### src/rtl/np_pkg.sv
// Shared constants, mode encodings and colour helpers for the pixel pattern path.
package np_pkg;

  localparam int HUE_MAX = 768;
  localparam int HUE_W   = 10;
  localparam int COLOR_W = 8;

  typedef enum logic [1:0] {
    MODE_RAINBOW = 2'd0,
    MODE_SOLID   = 2'd1,
    MODE_CHASE   = 2'd2,
    MODE_OFF     = 2'd3
  } mode_t;

  function automatic logic [3*COLOR_W-1:0] pack_grb(input logic [COLOR_W-1:0] r,
                                                     input logic [COLOR_W-1:0] g,
                                                     input logic [COLOR_W-1:0] b);
    return {g, r, b};
  endfunction

  function automatic logic [COLOR_W-1:0] grb_g(input logic [3*COLOR_W-1:0] c);
    return c[3*COLOR_W-1:2*COLOR_W];
  endfunction

  function automatic logic [COLOR_W-1:0] grb_r(input logic [3*COLOR_W-1:0] c);
    return c[2*COLOR_W-1:COLOR_W];
  endfunction

  function automatic logic [COLOR_W-1:0] grb_b(input logic [3*COLOR_W-1:0] c);
    return c[COLOR_W-1:0];
  endfunction

  // Both operands stay below HUE_MAX, so one conditional subtract is a full modulo.
  function automatic logic [HUE_W-1:0] hue_add(input logic [HUE_W-1:0] h, input int step);
    logic [HUE_W:0] s;
    s = {1'b0, h} + (HUE_W+1)'(step);
    return (s >= (HUE_W+1)'(HUE_MAX)) ? HUE_W'(s - (HUE_W+1)'(HUE_MAX)) : s[HUE_W-1:0];
  endfunction

endpackage

### src/rtl/rainbow_pattern_gen_if.sv
// Valid/ready pixel stream from the pattern generator to the neopixel serialiser.
interface rainbow_pattern_gen_if import np_pkg::*; #(
  parameter int ADDR_W = 8
);
  logic                   pix_valid;
  logic                   pix_ready;
  logic [ADDR_W-1:0]      pix_addr;
  logic [3*COLOR_W-1:0]   pix_color;
  logic                   pix_last;

  modport master (output pix_valid, pix_addr, pix_color, pix_last, input pix_ready);
  modport slave  (input pix_valid, pix_addr, pix_color, pix_last, output pix_ready);
endinterface

### src/rtl/hue_wheel.sv
// Combinational 768-step hue wheel: three linear ramps R->G->B->R.
module hue_wheel import np_pkg::*; (
  input  logic [HUE_W-1:0]   hue,
  output logic [COLOR_W-1:0] r,
  output logic [COLOR_W-1:0] g,
  output logic [COLOR_W-1:0] b
);
  logic [COLOR_W-1:0] f;
  assign f = hue[COLOR_W-1:0];

  always_comb begin
    r = '0;
    g = '0;
    b = '0;
    case (hue[HUE_W-1 -: 2])
      2'd0: begin r = 8'd255 - f; g = f;             end
      2'd1: begin g = 8'd255 - f; b = f;             end
      2'd2: begin r = f;          b = 8'd255 - f;    end
      default: ;
    endcase
  end
endmodule

### src/rtl/rainbow_pattern_gen.sv
// Frame-timed pattern generator: one scaled GRB word per LED on a valid/ready stream.
module rainbow_pattern_gen import np_pkg::*; #(
  parameter int NUM_LEDS  = 150,
  parameter int ADDR_W    = 8,
  parameter int FRAME_DIV = 416666,
  parameter int HUE_STEP  = 3,
  parameter int PIX_STEP  = 5
)(
  input  logic                  clk,
  input  logic                  rst_n,
  input  logic                  enable,
  input  logic [1:0]            mode,
  input  logic [7:0]            brightness,
  rainbow_pattern_gen_if.master pix,
  output logic                  frame_busy,
  output logic                  overrun,
  output logic                  status_led
);
  localparam int PRESC_W = (FRAME_DIV > 1) ? $clog2(FRAME_DIV) : 1;
  localparam logic [PRESC_W-1:0] PRESC_LAST = PRESC_W'(FRAME_DIV - 1);
  localparam logic [ADDR_W-1:0]  LAST_IDX   = ADDR_W'(NUM_LEDS - 1);

  typedef enum logic {IDLE, EMIT} state_t;

  function automatic logic [COLOR_W-1:0] scale_ch(input logic [COLOR_W-1:0] ch,
                                                  input logic [7:0] br);
    logic [16:0] p;
    p = {9'd0, ch} * ({9'd0, br} + 17'd1);
    return 8'(p >> 8);
  endfunction

  state_t             state;
  logic [PRESC_W-1:0] presc;
  logic               tick;
  logic               pending;
  logic [HUE_W-1:0]   hue_off;
  logic [HUE_W-1:0]   hue_cur;
  logic [ADDR_W-1:0]  chase_pos;
  mode_t              mode_q;
  logic [7:0]         bright_q;

  logic                 start, hs, last_hs;
  logic [ADDR_W-1:0]    ld_addr;
  logic [HUE_W-1:0]     ld_hue, w_hue;
  mode_t                ld_mode;
  logic [7:0]           ld_bright;
  logic                 lit;
  logic [COLOR_W-1:0]   w_r, w_g, w_b;
  logic [3*COLOR_W-1:0] ld_color;

  assign start   = (state == IDLE) && enable && (tick || pending);
  assign hs      = (state == EMIT) && pix.pix_valid && pix.pix_ready;
  assign last_hs = hs && (pix.pix_addr == LAST_IDX);

  // A load in IDLE is a frame start and takes the live mode/brightness pins.
  always_comb begin
    ld_addr   = (state == IDLE) ? '0 : pix.pix_addr + 1'b1;
    ld_hue    = (state == IDLE) ? hue_off : hue_add(hue_cur, PIX_STEP);
    ld_mode   = (state == IDLE) ? mode_t'(mode) : mode_q;
    ld_bright = (state == IDLE) ? brightness : bright_q;
    w_hue     = (ld_mode == MODE_RAINBOW) ? ld_hue : hue_off;
    lit       = 1'b1;
    case (ld_mode)
      MODE_CHASE: lit = (ld_addr == chase_pos);
      MODE_OFF:   lit = 1'b0;
      default:    ;
    endcase
    ld_color = lit ? pack_grb(scale_ch(w_r, ld_bright), scale_ch(w_g, ld_bright),
                              scale_ch(w_b, ld_bright))
                   : '0;
  end

  hue_wheel u_wheel (.hue(w_hue), .r(w_r), .g(w_g), .b(w_b));

  always_ff @(posedge clk) begin
    if (!rst_n) begin
      state         <= IDLE;
      presc         <= '0;
      tick          <= 1'b0;
      pending       <= 1'b0;
      hue_off       <= '0;
      chase_pos     <= '0;
      pix.pix_valid <= 1'b0;
      pix.pix_addr  <= '0;
      pix.pix_color <= '0;
      pix.pix_last  <= 1'b0;
      frame_busy    <= 1'b0;
      overrun       <= 1'b0;
      status_led    <= 1'b0;
    end else begin
      presc <= (presc == PRESC_LAST) ? '0 : presc + 1'b1;
      tick  <= (presc == PRESC_LAST);
      case (state)
        IDLE: begin
          if (start) begin
            state         <= EMIT;
            pending       <= 1'b0;
            mode_q        <= mode_t'(mode);
            bright_q      <= brightness;
            hue_cur       <= ld_hue;
            pix.pix_valid <= 1'b1;
            pix.pix_addr  <= ld_addr;
            pix.pix_color <= ld_color;
            pix.pix_last  <= (ld_addr == LAST_IDX);
            frame_busy    <= 1'b1;
            status_led    <= ~status_led;
          end
        end
        EMIT: begin
          if (tick) begin
            pending <= 1'b1;
            if (pending) overrun <= 1'b1;
          end
          if (last_hs) begin
            state         <= IDLE;
            pix.pix_valid <= 1'b0;
            pix.pix_last  <= 1'b0;
            frame_busy    <= 1'b0;
            hue_off       <= hue_add(hue_off, HUE_STEP);
            chase_pos     <= (chase_pos == LAST_IDX) ? '0 : chase_pos + 1'b1;
          end else if (hs) begin
            hue_cur       <= ld_hue;
            pix.pix_addr  <= ld_addr;
            pix.pix_color <= ld_color;
            pix.pix_last  <= (ld_addr == LAST_IDX);
          end
        end
        default: state <= IDLE;
      endcase
    end
  end
endmodule

### src/flat_wrapper.sv
// flat-port wrapper written by rule: the top's interface ports become plain ports
module rainbow_pattern_gen_flat import np_pkg::*;
#(
  parameter int NUM_LEDS  = 150,
  parameter int ADDR_W    = 8,
  parameter int FRAME_DIV = 416666,
  parameter int HUE_STEP  = 3,
  parameter int PIX_STEP  = 5
)
  (clk, rst_n, enable, mode, brightness, frame_busy, overrun, status_led, pix_pix_valid, pix_pix_addr, pix_pix_color, pix_pix_last, pix_pix_ready);
  rainbow_pattern_gen_if #(.ADDR_W(ADDR_W)) pix_i ();
  input  logic clk;
  input  logic rst_n;
  input  logic enable;
  input  logic [1:0] mode;
  input  logic [7:0] brightness;
  output logic frame_busy;
  output logic overrun;
  output logic status_led;
  output wire logic [$bits(pix_i.pix_valid)-1:0] pix_pix_valid;
  output wire logic [$bits(pix_i.pix_addr)-1:0] pix_pix_addr;
  output wire logic [$bits(pix_i.pix_color)-1:0] pix_pix_color;
  output wire logic [$bits(pix_i.pix_last)-1:0] pix_pix_last;
  input wire logic [$bits(pix_i.pix_ready)-1:0] pix_pix_ready;
  assign pix_pix_valid = pix_i.pix_valid;
  assign pix_pix_addr = pix_i.pix_addr;
  assign pix_pix_color = pix_i.pix_color;
  assign pix_pix_last = pix_i.pix_last;
  assign pix_i.pix_ready = pix_pix_ready;
  rainbow_pattern_gen #(.NUM_LEDS(NUM_LEDS), .ADDR_W(ADDR_W), .FRAME_DIV(FRAME_DIV), .HUE_STEP(HUE_STEP), .PIX_STEP(PIX_STEP)) u_core (.clk(clk), .rst_n(rst_n), .enable(enable), .mode(mode), .brightness(brightness), .pix(pix_i), .frame_busy(frame_busy), .overrun(overrun), .status_led(status_led));
endmodule
### config.mk
export PLATFORM = sky130hd
export DESIGN_NAME = rainbow_pattern_gen_flat
export DESIGN_NICKNAME = d
export VERILOG_FILES = /design/src/rtl/np_pkg.sv /design/src/rtl/rainbow_pattern_gen_if.sv /design/src/rtl/hue_wheel.sv /design/src/rtl/rainbow_pattern_gen.sv /design/src/flat_wrapper.sv
export SDC_FILE = /design/constraint.sdc
export NUM_CORES = 1
export LEC_CHECK = 0
export CELL_PAD_IN_SITES_DETAIL_PLACEMENT = 1
export CELL_PAD_IN_SITES_GLOBAL_PLACEMENT = 1
export CORE_MARGIN = 1.5
export CORE_UTILIZATION = 49
export CTS_CLUSTER_DIAMETER = 150
export DETAILED_ROUTE_END_ITERATION = 8
export PLACE_DENSITY = 0.89
export SLEW_MARGIN = 20
export SYNTH_ARGS = -nofsm -noshare
export SYNTH_HDL_FRONTEND = slang
export SYNTH_HIERARCHICAL = 1
export SYNTH_SLANG_ARGS = --single-unit
### constraint.sdc
create_clock -name clk -period 7.7 [get_ports clk]
set_input_delay 0.77 -clock clk [delete_from_list [all_inputs] [get_ports clk]]
set_output_delay 0.77 -clock clk [all_outputs]
set_load 0.05 [all_outputs]
## Word-level counts from Yosys, hierarchy flattened

Cells that the tools add are included.

- Flip-flop bits (word level): 96
- Input bits: 14
- Logic and storage cells: 103

- Add/subtract/negate cells: 9
- Multipliers: 3
- Magnitude comparators: 2
- Eq/ne operators: 15
- Muxes and demuxes: 38
- Bitwise operators: 3
- Reductions and logical operators: 18

Operator list:

| kind | number |
|---|---|
| 2-to-1 mux 24 bit | 4 |
| 2-to-1 mux 10 bit | 7 |
| case mux 8 bit (2 select lines) | 4 |
| multiplier 8 x 17 -> 16 bit | 3 |
| 2-to-1 mux 8 bit | 6 |
| case mux 24 bit (2 select lines) | 1 |
| equality test 8 bit (second input constant) | 3 |
| >= comparator 11 x 10 -> 1 bit (second input constant) | 2 |
| case mux 10 bit (2 select lines) | 1 |
| subtractor 10 bit (second input constant) | 2 |
| adder 19 x 1 -> 19 bit (second input constant) | 1 |
| equality test 19 bit (second input constant) | 1 |
| adder 8 x 1 -> 8 bit (second input constant) | 2 |
| adder 10 x 2 -> 11 bit (second input constant) | 1 |
| adder 10 x 3 -> 11 bit (second input constant) | 1 |
| case mux 1 bit (2 select lines) | 5 |
| AND reduction 2 bit | 5 |
| adder 8 x 1 -> 9 bit (second input constant) | 1 |
| 2-to-1 mux 1 bit | 9 |
| AND reduction 3 bit | 3 |
| equality test 8 bit | 1 |
| inequality test 2 bit (second input constant) | 4 |
| subtractor 8 bit (first input constant) | 1 |
| equality test 2 bit (second input constant) | 3 |
| other kinds (10) | 17 |

## Longest topological paths before layout

Gate-level depths: netlist of run 1.

- Depth after elaboration: 12
- Gate-level depth with buffers: 31
- Mapped depth without buffers: 29

## Hierarchy

Netlist of run 1, hierarchy kept.

By module, submodules not included:

| module | times used | cells each | area each (sq um) |
|---|---|---|---|
| rainbow_pattern_gen | 1 | 1,335 | 11,671.2 |
| hue_wheel | 1 | 56 | 414.1 |

## Least setup slack after synthesis of run 1

Ideal clock, no wire load.

- Path kind: reg-to-reg
- From: register u_core.hue_cur[0]
- To: register u_core.pix.pix_color[23]
- Setup time: 0.069 ns
- Arrival time: 6.891 ns
- Data required time: 7.631 ns
- Setup slack: 0.741 ns
- Cell stages (with the launch flop): 30
- Buffers on the path: 2
- Clock period less this slack: 6.959 ns
- Path through: edfxtp_1 ha_1 o2111a_1 nand3_1 xnor2_1 ha_1 o2111a_1 nor2b_1 o21a_1 o221ai_1 mux2_2 buf_6 buf_6 xnor2_1 nor2_1 and2_1 fa_1 fa_1 fa_1 inv_1 fa_1 inv_1 ha_1 a21oi_1 o21ai_0 a21o_1 a31o_2 a2111o_1 o311a_1 o21ai_1

- Cells in the longest elaborated chain, start to end: 12
- Elaborated cells between the ends (all ways): 16

Ends and longest elaborated chain:

| item | RTL line | source |
|---|---|---|
| start, declared | rainbow_pattern_gen.sv:37 | `logic [HUE_W-1:0] hue_cur;` |
| start signal, assigned | rainbow_pattern_gen.sv:100 | `hue_cur <= ld_hue;` |
| start signal, assigned | rainbow_pattern_gen.sv:122 | `hue_cur <= ld_hue;` |
| adder 10 x 3 -> 11 bit * | np_pkg.sv:36 | `s = {1'b0, h} + (HUE_W+1)'(step);` |
| subtractor 10 bit or >= comparator 11 x 10 -> 1 bit (tied branches) | np_pkg.sv:37 | `return (s >= (HUE_W+1)'(HUE_MAX)) ? HUE_W'(s - (HUE_W+1)'(HUE_MAX)) : s[HUE_W-1:0];` |
| 2-to-1 mux 10 bit * | np_pkg.sv:37 |  |
| 2-to-1 mux 10 bit * | rainbow_pattern_gen.sv:58 | `ld_hue = (state == IDLE) ? hue_off : hue_add(hue_cur, PIX_STEP);` |
| 2-to-1 mux 10 bit * | rainbow_pattern_gen.sv:61 | `w_hue = (ld_mode == MODE_RAINBOW) ? ld_hue : hue_off;` |
| net u_core.w_hue[8] | rainbow_pattern_gen.sv:44 | `logic [HUE_W-1:0] ld_hue, w_hue;` |
| equality test 2 x 1 -> 1 bit or logical NOT 2 bit (tied branches) | hue_wheel.sv:15 | `case (hue[HUE_W-1 -: 2])` |
| case mux 8 bit (2 select lines) * | hue_wheel.sv:15 |  |
| net u_core.w_g[6] | rainbow_pattern_gen.sv:48 | `logic [COLOR_W-1:0] w_r, w_g, w_b;` |
| multiplier 8 x 17 -> 16 bit * | rainbow_pattern_gen.sv:28 | `p = {9'd0, ch} * ({9'd0, br} + 17'd1);` |
| 2-to-1 mux 24 bit * | rainbow_pattern_gen.sv:68 | `ld_color = lit ? pack_grb(scale_ch(w_r, ld_bright), scale_ch(w_g, ld_bright),` |
| 2-to-1 mux 24 bit | rainbow_pattern_gen.sv:121 | `end else if (hs) begin` |
| 2-to-1 mux 24 bit | rainbow_pattern_gen.sv:114 | `if (last_hs) begin` |
| case mux 24 bit (2 select lines) * | rainbow_pattern_gen.sv:93 | `case (state)` |
| end signal, assigned | rainbow_pattern_gen.sv:103 | `pix.pix_color <= ld_color;` |
| end signal, assigned | rainbow_pattern_gen.sv:124 | `pix.pix_color <= ld_color;` |
| end, declared | rainbow_pattern_gen_if.sv:11 | `modport master (output pix_valid, pix_addr, pix_color, pix_last, input pix_ready);` |

Mark *: on every way through the listed nets, which the timed path passes. The rest lies on a longest branch. The select of a mux whose other input is x is not followed.
A chain may end at the register's enable or synchronous reset.

## Final worst setup path of run 1

- From: register u_core.hue_cur[3]
- To: register u_core.pix.pix_color[23]

Same word-level chain as after synthesis.

==> results of run 1 <==
state kept, by name, summed over array words and instances, names as in the netlist:
register,flops
u_core/pix.pix_color,24
u_core/presc,19
u_core/hue_cur,10
u_core/hue_off,10
u_core/bright_q,8
u_core/chase_pos,8
u_core/pix.pix_addr,8
u_core/mode_q,2
u_core/frame_busy,1
u_core/overrun,1
u_core/pending,1
u_core/pix.pix_last,1
u_core/state,1
u_core/status_led,1
u_core/tick,1
worst max-delay path, stage by stage (launching register included):
cell,delay [ps]
edfxtp_1,550
nand3_1,260
nor3_2,390
xor2_1,340
ha_1,220
o2111a_1,190
nor2b_4,250
o21a_1,150
o221ai_1,160
mux2_4,360
buf_4,160
xnor2_1,530
nor2_2,240
and2_1,230
fa_1,570
fa_1,460
fa_1,550
inv_1,60
fa_1,540
inv_1,50
ha_1,360
a21oi_1,140
o21ai_0,110
a21o_1,190
a31o_2,240
a2111o_1,420
o311a_1,120
o21ai_1,140
how the worst min path moves through the flow:
stage                              from                        to  cells past startpoint
6_report       u_core/pix.pix_color[22]  u_core/pix.pix_color[22]                      2
5_1_grt        u_core/pix.pix_color[22]  u_core/pix.pix_color[22]                      2
4_1_cts        u_core/pix.pix_color[22]  u_core/pix.pix_color[22]                      2
3_5_place_dp   u_core/pix.pix_color[22]  u_core/pix.pix_color[22]                      2
3_3_place_gp            u_core/presc[0]           u_core/presc[0]                      1
2_1_floorplan           u_core/presc[0]           u_core/presc[0]                      1
layer usage:
layer / part of all wire / GRT usage / up-vias
met3: 0.065 / 0.0481 / 195
met4: 0.068 / 0.141 / 0
met1: 0.38 / 0.349 / 5492
li1: - / - / 4679
met5: 0 / 0 / -
met2: 0.49 / 0.540 / 521
stage by stage:
stage | utilization | setup slack, ps | hold slack [ps] | setup TNS, ps | instance area [um^2]
2_1_floorplan | - | 741 | 433 | 0 | 12100
3_3_place_gp | 0.532 | 287 | 446 | 0 | 12900
3_5_place_dp | 0.532 | -199 | 461 | -607 | 12900
4_1_cts | 0.546 | 12.2 | 470 | 0 | 13200
5_1_grt | 0.555 | -615 | 493 | -6960 | 13500
6_report | 0.555 | -398 | 467 | -2640 | 13500
power by group through the flow:
stage | Clock (mW) | Combinational (mW) | Sequential (mW)
after floorplan | 0 | 0.703 | 0.525
after global placement | 0 | 0.879 | 0.526
after detailed placement | 0 | 0.952 | 0.526
after CTS | 0.464 | 0.962 | 0.514
after global routing | 0.485 | 1.13 | 0.514
final | 0.463 | 1.04 | 0.514
cell families (layout without fill, tap and decap cells):
family / Yosys count / after routing / synth area share
XOR/XNOR: 89 / 89 / 0.0645
buffers and inverters: 223 / 272 / 0.0754
flip-flops: 96 / 96 / 0.176
multiplexers: 25 / 25 / 0.0218
AO/OA/AOI/OAI: 199 / 200 / 0.115
AND/OR/NAND/NOR: 530 / 530 / 0.236
adder cells (fa/ha/maj): 229 / 229 / 0.312
cells in the final DEF, fill, tap and decap left out, types with 9 or more instances in the layout:
cell / synthesis / routed
edfxtp_1: 20 / 20
nor4_1: 9 / 9
xnor2_1: 46 / 45
nand4_1: 13 / 13
and2_1: 161 / 161
a22oi_1: 15 / 15
a21boi_0: 13 / 13
clkdlybuf4s50_1: 0 / 49
mux2i_1: 14 / 14
and3_1: 9 / 9
mux2_2: 11 / 10
fa_1: 120 / 120
nor2_1: 89 / 82
or3_1: 14 / 14
nand2b_1: 15 / 15
xor2_1: 43 / 43
o21ai_0: 38 / 38
buf_4: 2 / 44
a21oi_1: 47 / 45
clkbuf_16: 0 / 10
ha_1: 109 / 108
inv_1: 162 / 162
nor2b_1: 47 / 45
nand2_1: 105 / 105
dfxtp_1: 76 / 75
a21o_1: 10 / 10
nand3_1: 29 / 28
layout make-up:
class | count | area (um^2) | area share
Clock buffer | 11 | 254 | 0.0189
Clock inverter | 5 | 37.5 | 0.00279
Tap cell | 324 | 405 | 0.0301
Inverter | 162 | 608 | 0.0452
Timing Repair Buffer | 94 | 826 | 0.0614
Sequential cell | 96 | 2120 | 0.158
Multi-Input combinational cell | 1073 | 9200 | 0.684
what timing repair did:
action                                  4_1_cts  5_1_grt
gates resized for setup                      10       17
cloned                                        0        1
pin swaps                                     0        4
setup buffers                                 0       17
endpoints found under the setup margin       17       21
==> results.cfg, run 1 <==
[die]
die-height_um = 160
coreArea_um2 = 24200
io_pins = 51
initial_core_util = 0.498
die_w_um = 160
rows = 57
die_area_um2 = 25600

[sta]
fin_skew_ps = 13.6
fin_crit_ps = 8100
slew_headroom = 0.211
finalHoldViolCount = 0
setup_slack_ps = -398
drv_slew = 0
fin_crit_sh = 1.05
setup_viol = 17
clock.fmax_mhz = 123
worstMarginPinSlew_ps = 1180

[global_routing]
grt_use_total = 0.301
grt_max_degree = 54
overflow = 0
grt_pass1_vias = 11400
antenna_found_initial = 0
grt_pass1_wl_um = 60900

[critical_path]
reg2reg_depth = 27
endpoint = u_core/pix.pix_color[23]
endpoint_kind = flip-flop
cp-startpoint = u_core/hue_cur[3]
crit_type = reg -> reg
reg2reg_from = u_core/hue_cur[3]
timing.rr.end = u_core/pix.pix_color[23]
critPathArrivalTime_ps = 8380
path_max_fanout = 9
start_kind = flip-flop
regToRegSetupSlack_ps = -400
required_ps = 7990

[synthesis]
ys_warn_count = 6
ys_types = 70
synth_fp_nets = 1634
ys.flop_type = dfxtp_1
netlist.area_leader.share = 0.199
synth_edf_count = 20
synth_area_leaders = fa_1 20%, dfxtp_1 13%, ha_1 11%
synth.most_common_cell = inv_1
syn_avg_cell_area_um2 = 8.69
synthesis.area_um2 = 12100
syn_inst = 1391
yosys-top-cells-count = 162 x inv_1, 161 x and2_1, 120 x fa_1
synth-seq-area-share = 0.176
synth_top_area_cell = fa_1
ys_ff_latch = 96
async_flop_share = 0

[routing]
drcViolationCount = 0
drt_iter0_drc = 962
detail_route.vias_per_cell = 6.17
ant_nets = 0
vias = 10900
drt_wl_total_um = 42900
drtPass1Iterations = 7
routedWlPerCell_um = 24.3

[status]
violations = setup timing
status = finished, violations left

[pwr]
switchingPower_mw = 0.852
clkPwrFrac = 0.230
power_leakage_nw = 6.08
p_comb_frac = 0.515
peakVddDrop_v = 0.000157
switching_share = 0.423
power_mw = 2.01
p_seq_frac = 0.255
power.internal_mw = 1.16
p_per_area_nw_per_um2 = 150

[final_layout]
drive_above_1_share = 0.0770
fill_cells = 2865
area_growth_pct = 11.3
fin_cells = 1765
diodes = 0
final_net_count = 1679

[cts]
clkTransAtPathRegs_ps = 80
cts_tree = done
cts_hold_buf = 0
numCtsBuffers = 9
htreeDepth = 3
clock_sinks = 96
insertion_delay_ps = 370
cts-root-buf = clkbuf_16
ctsLongestPathBuffers = 2

[placement]
place.detailed.hpwl_um = 26900
placed_cells = 1731
io_buffers = 50
place_congestion = 0.835

[hold_path]
min_path_type = reg -> reg

[job]
cap_violations = 0
No activity file was read; power rests on OpenSTA's default activity.
==> run 2, diff against run 1 <==
--- a/config.mk
+++ b/config.mk
@@ -8,10 +8,10 @@
 export CELL_PAD_IN_SITES_DETAIL_PLACEMENT = 1
 export CELL_PAD_IN_SITES_GLOBAL_PLACEMENT = 1
 export CORE_MARGIN = 1.5
-export CORE_UTILIZATION = 49
+export CORE_UTILIZATION = 44
 export CTS_CLUSTER_DIAMETER = 150
 export DETAILED_ROUTE_END_ITERATION = 8
-export PLACE_DENSITY = 0.89
+export PLACE_DENSITY = 0.85
 export SLEW_MARGIN = 20
 export SYNTH_ARGS = -nofsm -noshare
 export SYNTH_HDL_FRONTEND = slang
==> constraint.sdc (replaced) <==
create_clock -name clk -period 6.75 [get_ports clk]
set_input_delay 0.675 -clock clk [delete_from_list [all_inputs] [get_ports clk]]
set_output_delay 0.675 -clock clk [all_outputs]
set_load 0.05 [all_outputs]
==> run 2 against run 1 <==
The run still ends with setup timing left. Global-route usage increased by 3.9 points. First-iteration DRC count increased by 53%. Via count increased by 18%. Core utilization increased by 3.1 points. Setup slack got worse by 970 ps. Die area increased by 11%. Register-to-register slack got worse by 970 ps. Hold slack improved by 21 ps. Clock skew increased by 6.4 ps. Clock power increased by 17%. Cell count increased by 7.8%.
==> results.cfg, run 2 (synthesized netlist as in run 1, its figures left out) <==
[die]
initial_core_util = 0.448
die_area_um2 = 28500
io_pins = 51
die_w_um = 169
coreArea_um2 = 27000
die-height_um = 169
rows = 60

[critical_path]
endpoint_kind = flip-flop
worst_path_largest_cell_delay_ps = 790
crit_buf_inv = 7
start_kind = flip-flop
critPathArrivalTime_ps = 8390
required_ps = 7020
worst-path-stages = 30
timing.rr.end = u_core/pix.pix_color[6]
reg2reg_depth = 30
cp_common_cell = buf_4
crit_type = reg -> reg
regToRegSetupSlack_ps = -1370
reg2reg_from = u_core/hue_cur[0]
crit_family = adder cells
path_max_fanout = 7
endpoint = u_core/pix.pix_color[6]
cp-startpoint = u_core/hue_cur[0]
worst_path_max_delay_cell = fa_1

[routing]
drt_wl_total_um = 61100
drt_iter0_drc = 1468
drcViolationCount = 0
drtPass1Iterations = 5
routedWlPerCell_um = 32.1
vias = 12800
detail_route.vias_per_cell = 6.73
ant_nets = 0

[final_layout]
drive_above_1_share = 0.264
area_growth_pct = 30.7
largest_reg_flops = 24
multi_input_area_um2 = 10400
largest_register = u_core/pix.pix_color
final_net_count = 1800
reg_top3 = u_core/pix.pix_color (24), u_core/presc (19)
fill_cells = 2967
final_cell_mix = 142 x inv_1, 137 x and2_1, 136 x buf_4
regArea_um2 = 2120
diodes = 0
final_common_cell = inv_1

[sta]
fin_crit_sh = 1.20
clock.fmax_mhz = 123
fin_tns_setup_ps = -18130
hold_slack_ps = 489
setup_viol = 24
rsz0062_at_grt = true
drv_slew = 0
setup_slack_ps = -1370
fin_skew_ps = 20.0
finalHoldViolCount = 0
fin_crit_ps = 8120
slew_headroom = 0.274
worstMarginPinSlew_ps = 1080

[pwr]
p_per_area_nw_per_um2 = 220
power_leakage_nw = 6.88
peakVddDrop_v = 0.000311

[status]
status = finished, violations left
violations = setup timing

[hold_path]
min_path_type = reg -> reg

[cts]
cts_hold_buf = 0
insertion_delay_ps = 380
clock_sinks = 96
ctsLongestPathBuffers = 2
numCtsBuffers = 9
htreeDepth = 3
cts_tree = done
cts-root-buf = clkbuf_16
clkTransAtPathRegs_ps = 80

[global_routing]
grt_use_total = 0.340
overflow = 0
grt_pass1_wl_um = 74200
antenna_found_initial = 0
grt_max_degree = 55
grt_pass1_vias = 12900

[placement]
place_congestion = 0.873
place.detailed.hpwl_um = 27900
io_buffers = 50

[job]
cap_violations = 0
==> run 2: cell type report <==
class	count	area share
flip-flops and latches	96	0.134
inverters	162	0.0385
multi-input cells	1072	0.658
well taps	341	0.0270
repair buffers	216	0.123
clock buffers	10	0.0145
clock inverters	6	0.00380
==> run 2: worst reg2reg max path, delay by kind of cell, from the launching register on <==
family,cells,cell delay [ps]
adder cells (fa/ha/maj),6,2850
AO/OA/AOI/OAI,9,1810
AND/OR/NAND/NOR,6,1240
buffers and inverters,7,1070
flip-flops,1,450
multiplexers,1,330
XOR/XNOR,1,270
==> run 2: what timing repair did <==
action	CTS	global route
gates resized for setup	137	161
endpoints found under the setup margin	23	24
pin swaps	110	127
gates cloned	0	0
buffers inserted	33	37
==> run 2: how the worst min path moves through the flow <==
stage | cells after the start | endpoint | start | slack [ps]
floorplan | 1 | u_core/presc[0] | u_core/presc[0] | 430
global placement | 1 | u_core/presc[0] | u_core/presc[0] | 450
detailed placement | 2 | u_core/pix.pix_color[23] | u_core/pix.pix_color[23] | 460
CTS | 2 | u_core/pix.pix_color[17] | u_core/pix.pix_color[17] | 480
global route | 2 | u_core/pix.pix_color[22] | u_core/pix.pix_color[22] | 510
finish | 2 | u_core/pix.pix_color[22] | u_core/pix.pix_color[22] | 490
==> run 2: per-layer routing <==
metal / track usage / up-vias / wire length, um
met5: 0 / - / 0
met4: 0.248 / 0 / 5910
met3: 0.0484 / 459 / 5790
met2: 0.596 / 1102 / 28300
met1: 0.377 / 6315 / 21100
li1: - / 4926 / -
==> run 2: power by group <==
group / switching (mW) / internal, mW / total (mW) / leakage [nW]
clock: 0.283 / 0.259 / 0.542 / 0.140
combinational: 1.29 / 1.06 / 2.35 / 5.94
sequential: 0.00215 / 0.585 / 0.587 / 0.797
total: 1.58 / 1.91 / 3.48 / 6.88
==> run 2: through the flow <==
stage          power [mW]  cells  utilization  setup slack (ps)  area, um^2
6_report             3.48   1903        0.586             -1370       15800
5_1_grt              3.59   1903        0.586             -1300       15800
4_1_cts              2.68   1866        0.548             -72.9       14800
3_5_place_dp         1.86   1818        0.503              -487       13600
3_3_place_gp         1.78   1818        0.503              -122       13600
2_1_floorplan        1.40   1391            -             -31.6       12100
